$ cat config.mk
export PLATFORM = sky130hd
export DESIGN_NAME = rodata_arbiter_flat
export DESIGN_NICKNAME = d
export VERILOG_FILES = /design/src/rtl/cotm32_pkg.sv /design/src/rtl/rodata_arbiter_if.sv /design/src/rtl/rodata_mem.sv /design/src/rtl/rodata_arbiter.sv /design/src/flat_wrapper.sv
export SDC_FILE = /design/constraint.sdc
export NUM_CORES = 1
export LEC_CHECK = 0
export BUFFER_PORTS_ARGS = -buffer_cell sky130_fd_sc_hd__buf_4
export CAP_MARGIN = 5
export CORE_MARGIN = 4
export CORE_UTILIZATION = 62
export CTS_CLUSTER_DIAMETER = 100
export DETAILED_ROUTE_END_ITERATION = 6
export GPL_ROUTABILITY_DRIVEN = 0
export MAX_ROUTING_LAYER = met4
export PLACE_DENSITY = 0.89
export SLEW_MARGIN = 15
export SYNTH_ARGS = -nofsm -noshare
export SYNTH_HDL_FRONTEND = slang
export SYNTH_SLANG_ARGS = --single-unit
export TNS_END_PERCENT = 5
$ cat constraint.sdc
create_clock -name i_clk -period 17.1 [get_ports i_clk]
set_input_delay 2.565 -clock i_clk [delete_from_list [all_inputs] [get_ports i_clk]]
set_output_delay 2.565 -clock i_clk [all_outputs]
set_load 0.02 [all_outputs]
$ cat src/rtl/cotm32_pkg.sv
// Shared core package: ROM map, access-size encoding and read-only-data arbiter types.
package cotm32_pkg;
  localparam int XLEN       = 32;
  localparam int BYTE_WIDTH = 8;

  localparam logic [XLEN-1:0] ROM_MEM_START = 32'h0002_0000;
  localparam logic [XLEN-1:0] ROM_MEM_SIZE  = 32'h0000_0400;
  localparam logic [XLEN-1:0] ROM_MEM_END   = ROM_MEM_START + ROM_MEM_SIZE - 1;
  localparam int              ROM_ADDR_W    = $clog2(ROM_MEM_SIZE);

  typedef enum logic [1:0] {
    MEM_BYTE = 2'b00,
    MEM_HALF = 2'b01,
    MEM_WORD = 2'b10
  } mem_size_t;

  typedef enum logic {
    RA_IDLE = 1'b0,
    RA_RESP = 1'b1
  } rodata_arb_state_t;

  // Request as seen by the shared access path after the grant mux.
  typedef struct packed {
    logic [XLEN-1:0] addr;
    logic [1:0]      size;
    logic            uns;
  } rodata_req_t;

  // The illegal size encoding is sized as a word; it errors out regardless.
  function automatic logic [2:0] size_bytes(logic [1:0] size);
    case (size)
      MEM_BYTE: return 3'd1;
      MEM_HALF: return 3'd2;
      default:  return 3'd4;
    endcase
  endfunction
endpackage

$ cat src/rtl/rodata_arbiter_if.sv
// Two-port request/response bundle between the ROM clients and rodata_arbiter.
interface rodata_arbiter_if;
  import cotm32_pkg::*;

  logic [1:0]            i_req_valid;
  logic [1:0]            o_req_ready;
  logic [1:0][XLEN-1:0]  i_req_addr;
  logic [1:0][1:0]       i_req_size;
  logic [1:0]            i_req_unsigned;
  logic [1:0]            o_rsp_valid;
  logic [1:0]            i_rsp_ready;
  logic [XLEN-1:0]       o_rsp_rdata;
  logic                  o_rsp_err;

  modport slave (
    input  i_req_valid, i_req_addr, i_req_size, i_req_unsigned, i_rsp_ready,
    output o_req_ready, o_rsp_valid, o_rsp_rdata, o_rsp_err
  );

  modport master (
    output i_req_valid, i_req_addr, i_req_size, i_req_unsigned, i_rsp_ready,
    input  o_req_ready, o_rsp_valid, o_rsp_rdata, o_rsp_err
  );
endinterface

$ cat src/rtl/rodata_mem.sv
// Read-only data ROM with a purely combinational, word-aligned read port.
module rodata_mem #(
  parameter int DATA_WIDTH = 32,
  parameter int ADDR_WIDTH = 10
) (
  input  logic [ADDR_WIDTH-1:0] addr,
  output logic [DATA_WIDTH-1:0] rdata
);
  localparam int IDX_W = ADDR_WIDTH - 2;

  // Word 0 is the fixed boot signature; the rest is a per-index pattern.
  function automatic logic [DATA_WIDTH-1:0] rom_word(logic [IDX_W-1:0] idx);
    logic [7:0] b;
    b = 8'(idx);
    if (idx == '0) return DATA_WIDTH'(32'h80FF_7F01);
    return DATA_WIDTH'({~b, b, b ^ 8'h3C, b ^ 8'h96});
  endfunction

  logic unused_lane;
  assign unused_lane = ^addr[1:0];

  assign rdata = rom_word(addr[ADDR_WIDTH-1:2]);
endmodule

$ cat src/rtl/rodata_arbiter.sv
// Two-port arbiter/access controller in front of the read-only data ROM.
module rodata_arbiter
  import cotm32_pkg::*;
#(
  parameter bit FIXED_PRIO = 1'b0
) (
  input  logic            i_clk,
  input  logic            i_rst_n,
  rodata_arbiter_if.slave bus
);
  rodata_arb_state_t state;
  logic              owner;
  logic              last_gnt;
  logic [1:0]        rsp_valid;
  logic [XLEN-1:0]   rsp_rdata;
  logic              rsp_err;

  logic              free;
  logic              gnt;
  logic [1:0]        req_ready;
  logic              accept;
  rodata_req_t       req;

  logic [XLEN-1:0]   offset;
  logic [ROM_ADDR_W-1:0] rom_addr;
  logic [XLEN-1:0]   word;
  logic              unused_offset;

  logic [XLEN:0]     last_byte;
  logic              in_range;
  logic              misalign;
  logic              err;
  logic [BYTE_WIDTH-1:0]   byte_v;
  logic [2*BYTE_WIDTH-1:0] half_v;
  logic              sext;
  logic [XLEN-1:0]   ext;

  // A held response that is being taken this cycle frees the slot for a back-to-back accept.
  always_comb begin
    free = (state == RA_IDLE) || (rsp_valid[owner] && bus.i_rsp_ready[owner]);
    if (&bus.i_req_valid) gnt = FIXED_PRIO ? 1'b0 : ~last_gnt;
    else                  gnt = bus.i_req_valid[1];
    req_ready      = '0;
    req_ready[gnt] = free & bus.i_req_valid[gnt];
  end

  assign accept = |req_ready;

  always_comb begin
    req.addr = bus.i_req_addr[gnt];
    req.size = bus.i_req_size[gnt];
    req.uns  = bus.i_req_unsigned[gnt];
  end

  assign offset        = req.addr - ROM_MEM_START;
  assign rom_addr      = {offset[ROM_ADDR_W-1:2], 2'b00};
  assign unused_offset = ^{offset[XLEN-1:ROM_ADDR_W], offset[1:0]};

  rodata_mem #(
    .DATA_WIDTH (XLEN),
    .ADDR_WIDTH (ROM_ADDR_W)
  ) u_mem (
    .addr  (rom_addr),
    .rdata (word)
  );

  // Range check in XLEN+1 bits so an access straddling the top of the address space cannot wrap.
  always_comb begin
    last_byte = {1'b0, req.addr} + {{(XLEN-2){1'b0}}, size_bytes(req.size)} - (XLEN+1)'(1);
    in_range  = (req.addr >= ROM_MEM_START) && (last_byte <= {1'b0, ROM_MEM_END});
    case (req.size)
      MEM_HALF: misalign = req.addr[0];
      MEM_WORD: misalign = |req.addr[1:0];
      default:  misalign = 1'b0;
    endcase
    err = !in_range || misalign || (req.size == 2'b11);
  end

  always_comb begin
    byte_v = word[{req.addr[1:0], 3'b000} +: BYTE_WIDTH];
    half_v = word[{req.addr[1], 4'b0000} +: 2*BYTE_WIDTH];
    sext   = ~req.uns;
    case (req.size)
      MEM_BYTE: ext = {{(XLEN-BYTE_WIDTH){sext & byte_v[BYTE_WIDTH-1]}}, byte_v};
      MEM_HALF: ext = {{(XLEN-2*BYTE_WIDTH){sext & half_v[2*BYTE_WIDTH-1]}}, half_v};
      default:  ext = word;
    endcase
    if (err) ext = '0;
  end

  always_ff @(posedge i_clk or negedge i_rst_n) begin
    if (!i_rst_n) begin
      state     <= RA_IDLE;
      owner     <= 1'b0;
      last_gnt  <= 1'b1;
      rsp_valid <= '0;
      rsp_rdata <= '0;
      rsp_err   <= 1'b0;
    end else if (accept) begin
      state     <= RA_RESP;
      owner     <= gnt;
      last_gnt  <= gnt;
      rsp_valid <= gnt ? 2'b10 : 2'b01;
      rsp_rdata <= ext;
      rsp_err   <= err;
    end else if (free) begin
      state     <= RA_IDLE;
      rsp_valid <= '0;
    end
  end

  assign bus.o_req_ready = req_ready;
  assign bus.o_rsp_valid = rsp_valid;
  assign bus.o_rsp_rdata = rsp_rdata;
  assign bus.o_rsp_err   = rsp_err;
endmodule

$ cat src/flat_wrapper.sv
// flat-port wrapper written by rule: the top's interface ports become plain ports
module rodata_arbiter_flat import cotm32_pkg::*;
#(
  parameter bit FIXED_PRIO = 1'b0
)
  (i_clk, i_rst_n, bus_i_req_valid, bus_i_req_addr, bus_i_req_size, bus_i_req_unsigned, bus_i_rsp_ready, bus_o_req_ready, bus_o_rsp_valid, bus_o_rsp_rdata, bus_o_rsp_err);
  rodata_arbiter_if bus_i ();
  input  logic i_clk;
  input  logic i_rst_n;
  input wire logic [$bits(bus_i.i_req_valid)-1:0] bus_i_req_valid;
  input wire logic [$bits(bus_i.i_req_addr)-1:0] bus_i_req_addr;
  input wire logic [$bits(bus_i.i_req_size)-1:0] bus_i_req_size;
  input wire logic [$bits(bus_i.i_req_unsigned)-1:0] bus_i_req_unsigned;
  input wire logic [$bits(bus_i.i_rsp_ready)-1:0] bus_i_rsp_ready;
  output wire logic [$bits(bus_i.o_req_ready)-1:0] bus_o_req_ready;
  output wire logic [$bits(bus_i.o_rsp_valid)-1:0] bus_o_rsp_valid;
  output wire logic [$bits(bus_i.o_rsp_rdata)-1:0] bus_o_rsp_rdata;
  output wire logic [$bits(bus_i.o_rsp_err)-1:0] bus_o_rsp_err;
  assign bus_i.i_req_valid = bus_i_req_valid;
  assign bus_i.i_req_addr = bus_i_req_addr;
  assign bus_i.i_req_size = bus_i_req_size;
  assign bus_i.i_req_unsigned = bus_i_req_unsigned;
  assign bus_i.i_rsp_ready = bus_i_rsp_ready;
  assign bus_o_req_ready = bus_i.o_req_ready;
  assign bus_o_rsp_valid = bus_i.o_rsp_valid;
  assign bus_o_rsp_rdata = bus_i.o_rsp_rdata;
  assign bus_o_rsp_err = bus_i.o_rsp_err;
  rodata_arbiter #(.FIXED_PRIO(FIXED_PRIO)) u_core (.i_clk(i_clk), .i_rst_n(i_rst_n), .bus(bus_i));
endmodule
# Word level (Yosys, flattened, before mapping)
# Index checks and enable logic that the tools add are counted.
[classes] eq_ne=3 bitwise_logic=10 magnitude_cmp=5 n_addsub=3 reduce_logical=13 n_mux=27 shifts=2 mul=0 n_div=0
[op_table] operator="32-bit 2-to-1 mux" n=5
[op_table] operator="32-bit one-hot mux with 2 select lines" n=1
[op_table] operator="32-bit by 3-bit adder with 33-bit output" n=1
[op_table] operator="33-bit by 18-bit <= comparator with 1-bit output (second input constant)" n=1
[op_table] operator="33-bit by 1-bit subtractor with 33-bit output (second input constant)" n=1
[op_table] operator="32-bit by 18-bit greater-or-equal comparator with 1-bit output (second input constant)" n=1
[op_table] operator="32-bit by 6-bit indexed part select with 16-bit output" n=1
[op_table] operator="32-bit by 6-bit indexed part select with 8-bit output" n=1
[op_table] operator="1-bit 2-to-1 mux" n=13
[op_table] operator="2-bit 2-to-1 mux" n=5
[op_table] operator="10-bit by 1-bit subtractor with 10-bit output (second input constant)" n=1
[op_table] operator="8-bit zero test" n=1
[op_table] operator="4-bit NOT" n=2
[op_table] operator="8-bit NOT" n=1
[op_table] operator="3-bit one-hot mux with 2 select lines" n=1
[op_table] operator="2-bit == test (second input constant)" n=2
[op_table] operator="1-bit by 2-bit less-than comparator with 1-bit output (second input constant)" n=2
[op_table] operator="2-bit OR reduction" n=2
[op_table] operator="1-bit bitwise AND" n=3
[op_table] operator="1-bit logical AND" n=3
[op_table] operator="1-bit logical OR" n=3
[op_table] operator="1-bit NOT" n=3
[op_table] operator="2-bit bitwise AND" n=1
[op_table] operator="2-bit by 1-bit == test with 1-bit output (second input constant)" n=1
[op_table] operator="other kinds (7)" n=7
[word_totals] input_bits=76 mem_count=0 latchBits=0 mem_bits_rw=0 output_inout_bits=37 romBits=0 regBits=38

# Depth between registers and ports, before layout
[depth] depth_word=14 ltp_mapped=27 mapped_depth_nobuf=21

# Modules after synthesis
# Synthesis repeated with hierarchy kept, for this count alone.
[hier_totals] cells_unflattened=704 area_unflattened_um2=5351.4
[modules_own_cells] mod="rodata_arbiter" seq_area_each_um2=952.2 n_inst=1 cells_per_inst=668 area_each_um2=5103.6
[modules_own_cells] mod="rodata_mem" seq_area_each_um2=0.0 n_inst=1 cells_per_inst=36 area_each_um2=247.7

# Least setup slack after synthesis
# Ideal clock, no wire load.
[synth_path] kind="input to register" start="input port bus_i_req_valid[1]" end="register u_core.rsp_rdata[22] (netlist: u_core.bus.o_rsp_rdata[22])" slack_ns=9.302 required_time_ns=17.005 setup_ns=0.095 t_arrival_ns=7.702 cell_stages=25 path_cell_list="a21boi_2 > buf_6 > buf_2 > buf_1 > buf_1 > nand2_1 > nand2_1 > inv_1 > ha_1 > clkbuf_1 > inv_1 > ha_1 > inv_1 > ha_1 > a21oi_1 > o21ai_0 > a2111o_1 > a211o_1 > a32oi_1 > nand4_1 > o311ai_2 > or4b_1 > buf_2 > buf_6 > o31ai_1"
[synth_between] elab_chain_len=14 elab_cells_between_ends=46 classes_between="add/sub (3); order compare (4); eq/ne (3); shift (2); mux (17); bitwise (7); reduce/logical (10)"
[synth_lines] element="start: declaration" line="flat_wrapper.sv:10" source="input wire logic [$bits(bus_i.i_req_valid)-1:0] bus_i_req_valid;"
[synth_lines] element="2-bit AND reduction" line="rodata_arbiter.sv:41" source="if (&bus.i_req_valid) gnt = FIXED_PRIO ? 1'b0 : ~last_gnt;"
[synth_lines] element="1-bit 2-to-1 mux" line="rodata_arbiter.sv:41"
[synth_lines] element="2-bit 2-to-1 mux (not written as such) (2 in a row)" line="rodata_arbiter.sv:51" source="req.size = bus.i_req_size[gnt];"
[synth_lines] element="2-bit by 1-bit == test with 1-bit output or 2-bit zero test (tied branches)" line="cotm32_pkg.sv:31, rodata_arbiter.sv:71, rodata_arbiter.sv:83"
[synth_lines] element="3-bit one-hot mux with 2 select lines" line="cotm32_pkg.sv:31" source="case (size)"
[synth_lines] element="32-bit by 3-bit adder with 33-bit output" line="rodata_arbiter.sv:69" source="last_byte = {1'b0, req.addr} + {{(XLEN-2){1'b0}}, size_bytes(req.size)} - (XLEN+1)'(1);"
[synth_lines] element="33-bit by 1-bit subtractor with 33-bit output" line="rodata_arbiter.sv:69"
[synth_lines] element="33-bit by 18-bit <= comparator with 1-bit output" line="rodata_arbiter.sv:70" source="in_range = (req.addr >= ROM_MEM_START) && (last_byte <= {1'b0, ROM_MEM_END});"
[synth_lines] element="1-bit logical AND" line="rodata_arbiter.sv:70"
[synth_lines] element="1-bit zero test" line="rodata_arbiter.sv:76" source="err = !in_range || misalign || (req.size == 2'b11);"
[synth_lines] element="1-bit logical OR (2 in a row)" line="rodata_arbiter.sv:76"
[synth_lines] element="32-bit 2-to-1 mux" line="rodata_arbiter.sv:88" source="if (err) ext = '0;"
[synth_lines] element="end signal: assignment" line="rodata_arbiter.sv:104" source="rsp_rdata <= ext;"
[synth_lines] element="end: declaration" line="rodata_arbiter.sv:15" source="logic [XLEN-1:0] rsp_rdata;"
# Several ways; a longest one is shown, not always the timed one. The select of a mux whose other input is x is not followed.
# A chain may end at the register's enable or synchronous reset.

# Final worst setup path
[layout_path] start="input port bus_i_req_valid[0]" end="register u_core.rsp_rdata[6] (netlist: u_core.bus.o_rsp_rdata[6])"
# The elaborated chain is that of the path after synthesis.

==> Flow_metrics.wiki <==
{| class="wikitable"
! Metric !! Value
|-
| Status || completed
|-
| Synthesized cell area || around 5500 sq um
|-
| Total area of multi-input combinational cells || 4220 sq um
|-
| I/O Buffers || approximately 110
|-
| Effective utilization at floorplan || roughly 64%
|-
| Part of the cycle the worst path needs || slightly below 50%
|-
| Average cell area after synthesis || between 7 and 8 sq um
|-
| Number of buffers inserted for hold repair after clock tree synthesis || 0
|-
| Final HPWL DP || 13,400 um
|-
| Reg2reg start || u_core.last_gnt
|-
| Post-synth top flop || sky130_fd_sc_hd__dfrtp_1
|-
| Layout cell share with drive strength beyond 1 || 17.1%
|-
| Die extent in y || 103 um
|-
| Cell with the most instances after synthesis || sky130_fd_sc_hd__nand2_1
|-
| Setup WS pre-CTS || between 8000 and 9000 ps
|-
| Crit Path Max Fanout || 29
|-
| Final worst setup slack || 8720 ps
|-
| Tightest Pin Transition || ~1100 ps
|-
| Synth area leader || sky130_fd_sc_hd__dfrtp_1
|-
| Die area || approximately 11,000 sq um
|-
| Final Slew Violations || 0
|-
| Worst vdd ir || just under 50 uV
|-
| Clock latency on the worst-skew pair || ~300 ps
|-
| Post-synthesis register bit count || 38
|-
| TritonCTS buffer count || 5
|-
| Worst reg2reg path depth || 19
|-
| Worst Skew || slightly above 9 ps
|-
| Number of antenna violations at the first check in global routing || 0
|-
| Capture point of the worst reg-to-reg path || u_core.bus.o_rsp_rdata[6]
|-
| Count of inserted antenna diode cells || 0
|-
| EDFF count, synth || 0
|-
| Leading post-synthesis cells by instance count || sky130_fd_sc_hd__nand2_1, sky130_fd_sc_hd__inv_1, sky130_fd_sc_hd__o21ai_0, sky130_fd_sc_hd__ha_1, sky130_fd_sc_hd__a21oi_1
|-
| Number of buffers inserted by post-CTS setup repair || 0
|-
| Area added between synthesis and finish || 16.7%
|-
| Cell count of the worst hold path || 2
|-
| Asr flop ratio synth || 100%
|-
| Setup crit start kind || primary input
|-
| Max-cap violations || 0
|-
| Clock root cell || sky130_fd_sc_hd__clkbuf_8
|-
| Type of element capturing the critical path || flip-flop
|-
| Cell types with the largest area share after synthesis || sky130_fd_sc_hd__dfrtp_1, sky130_fd_sc_hd__ha_1, sky130_fd_sc_hd__nand2_1, sky130_fd_sc_hd__mux2i_1, sky130_fd_sc_hd__o21ai_0
|-
| DR WL/cell || ~18 um
|-
| Remaining global-route overflow || 0
|-
| Setup slack of the worst register-to-register path || about 11,000 ps
|-
| Number of primary I/O pins || approximately 110
|-
| Area share of the leading cell type in the synthesized netlist || 16.7%
|-
| Post-DRT Antenna Nets || 0
|-
| Total placed instance area || 6370 sq um
|-
| Overall die width || approximately 100 um
|-
| Achievable Freq || about 120 MHz
|-
| Clock H-tree levels || 2
|-
| Rel. slew slack || 27.0%
|-
| Path category of the worst min-delay check || reg2reg
|-
| Post-Route WL || 17,000 um
|-
| Final Hold Violating Endpoints || 0
|-
| Adder-Cell Fraction of Synth Area || about an eighth
|-
| Unrepaired setup endpoints after global routing || no
|-
| Number of inserted filler cells in the final layout || ~700
|-
| Worst Hold Launch || u_core.bus.o_rsp_rdata[9]
|-
| Wire length of the first global-routing pass || approximately 27,000 um
|-
| Buffer levels on the longest clock path || 2
|-
| Multiplexer share of the synthesized area || 7.52%
|-
| Hold_ws || around 480 ps
|-
| Area share of xor/xnor cells in the synthesized design || roughly 1.3%
|-
| Worst hold endpoint || u_core.bus.o_rsp_rdata[9]
|-
| Clock Pin Slew Worst Setup and Hold Paths || 70 ps
|-
| DRC violations left || 0
|-
| Seq. cell area || 952 sq um
|-
| Global Route Usage Sum || approximately a third
|-
| Number of setup violations in the final report || 0
|-
| Number of core rows || 34
|-
| Vias after detailed routing || around 6,300
|-
| Combinational family with the most area after synthesis || compound AO/OA/AOI/OAI gates
|-
| Cell area after layout || roughly 6500 sq um
|-
| Maximum number of pins on one net before global-route repair || 47
|-
| Pwr per Cell Area || ~90 nW/um^2
|-
| Number of sinks driven by the clock tree || 38
|-
| Count of routing violations after the opening detailed-route iteration || roughly 650
|-
| Worst Setup Path Type || in2reg
|-
| Critical path required time || roughly 17,000 ps
|-
| Worst path arrival time || 8550 ps
|-
| Synth Instances || about 750
|-
| Complex-gate fraction of the synthesized area || between 20% and 30%
|-
| Clock tree from TritonCTS || built
|-
| Simple-gate share of the synthesized area || roughly a quarter
|-
| Portion of the post-synthesis area used by sequential elements || 17.2%
|-
| Distinct cells, synth || 77
|-
| Nets in the synthesized netlist || a little under 900
|-
| Min Tclk post-route || 8380 ps
|-
| Synth warnings || 0
|-
| Fin Setup TNS || 0 ps
|-
| Via count of the first global-routing pass || slightly below 6,000
|-
| Ratio of routed vias to standard cells || around 6.7
|-
| Fin nets || between 900 and 1,000
|-
| Number of gates resized after cts || 0
|-
| Reported leakage power || ~0.0030 uW
|-
| First drt pass iteration count || 6
|-
| CORE AREA || ~8700 sq um
|}
-- cell type report --
cell class	instances	share of cell area, %
timing repair buffer	114	13.2
sequential	38	14.7
multi-input combinational	619	65.2
inverter	57	3.31
clock buffer	6	1.28
tap	108	2.09
clock inverter	2	0.193
-- how the worst max path moves through the flow --
stage	from	end	slack, ps	depth (start not counted)
2_1_floorplan	bus_i_req_valid[1]	u_core.bus.o_rsp_rdata[22]	9300	25
3_3_place_gp	bus_i_req_valid[0]	u_core.bus.o_rsp_err	8820	21
3_5_place_dp	bus_i_req_valid[0]	u_core.bus.o_rsp_rdata[6]	8620	19
4_1_cts	bus_i_req_valid[0]	u_core.bus.o_rsp_rdata[6]	8920	21
5_1_grt	bus_i_req_valid[0]	u_core.bus.o_rsp_rdata[2]	8340	21
6_report	bus_i_req_valid[0]	u_core.bus.o_rsp_rdata[6]	8720	21
-- layer usage --
metal	vias to the layer above	share of wire (%)	global-route usage, %
met5	-	0	-
met4	0	4.1	13.9
li1	2939	-	-
met3	73	9.3	3.18
met1	2919	39	40.6
met2	404	47	54.3
-- critical path, stage by stage --
cell and delay [ps]:
sky130_fd_sc_hd__buf_4 130, sky130_fd_sc_hd__nand2_1 50, sky130_fd_sc_hd__nand2_1 180, sky130_fd_sc_hd__nand2_1 120, sky130_fd_sc_hd__and2_1 690, sky130_fd_sc_hd__ha_1 600
sky130_fd_sc_hd__inv_1 170, sky130_fd_sc_hd__ha_1 300, sky130_fd_sc_hd__inv_1 60, sky130_fd_sc_hd__ha_1 160, sky130_fd_sc_hd__inv_1 60, sky130_fd_sc_hd__fa_1 340
sky130_fd_sc_hd__nand2b_1 140, sky130_fd_sc_hd__a21oi_1 120, sky130_fd_sc_hd__o21ai_0 200, sky130_fd_sc_hd__a31oi_1 420, sky130_fd_sc_hd__nor4_1 120, sky130_fd_sc_hd__a2111oi_0 360
sky130_fd_sc_hd__o311ai_0 250, sky130_fd_sc_hd__or4b_1 1010, sky130_fd_sc_hd__o41ai_1 500
-- metrics by stage --
step	utilization, %	power [uW]	cells
2_1_floorplan	-	407	753
3_3_place_gp	73.1	493	936
3_5_place_dp	73.1	505	936
4_1_cts	74.2	571	944
5_1_grt	74.2	626	944
6_report	74.2	584	944
-- where the power goes --
group / switching, uW / total (uW) / internal, uW
logic: 263 / 418 / 155
clock network: 32.5 / 64.9 / 32.4
registers: 4.74 / 101 / 95.9
-- state kept, by name (all words and copies together) (netlist names) --
register / flops
u_core.bus.o_rsp_rdata: 32
u_core.bus.o_rsp_valid: 2
u_core.bus.o_rsp_err: 1
u_core.last_gnt: 1
u_core.owner: 1
u_core.state: 1
-- cells in the final DEF (no fill, tap or decap), types with 6 or more instances in the layout --
cell	instances
sky130_fd_sc_hd__a31oi_1	10
sky130_fd_sc_hd__a21o_1	10
sky130_fd_sc_hd__or3_1	10
sky130_fd_sc_hd__o41ai_1	12
sky130_fd_sc_hd__inv_1	56
sky130_fd_sc_hd__nor2_1	47
sky130_fd_sc_hd__clkbuf_8	6
sky130_fd_sc_hd__a211o_1	11
sky130_fd_sc_hd__a21oi_1	48
sky130_fd_sc_hd__nand4_1	13
sky130_fd_sc_hd__nor3b_1	6
sky130_fd_sc_hd__nand3_1	18
sky130_fd_sc_hd__o31ai_1	22
sky130_fd_sc_hd__buf_4	114
sky130_fd_sc_hd__dfrtp_1	37
sky130_fd_sc_hd__mux2i_1	36
sky130_fd_sc_hd__nor3_1	13
sky130_fd_sc_hd__nand2b_1	10
sky130_fd_sc_hd__a221oi_1	7
sky130_fd_sc_hd__o21bai_1	6
sky130_fd_sc_hd__ha_1	54
sky130_fd_sc_hd__nand2_1	105
sky130_fd_sc_hd__nor2b_1	17
sky130_fd_sc_hd__o21ai_0	55
sky130_fd_sc_hd__nand3b_1	7
-- cell families after synthesis --
kind of cell | count (synthesis)
muxes | 41
buffers and inverters | 96
DFF | 38
and+or+nand+nor | 277
adders and majority gates | 55
xor gates and xnor gates | 8
AOI/OAI and AO/OA | 238
No activity file was read; power rests on OpenSTA's default activity.
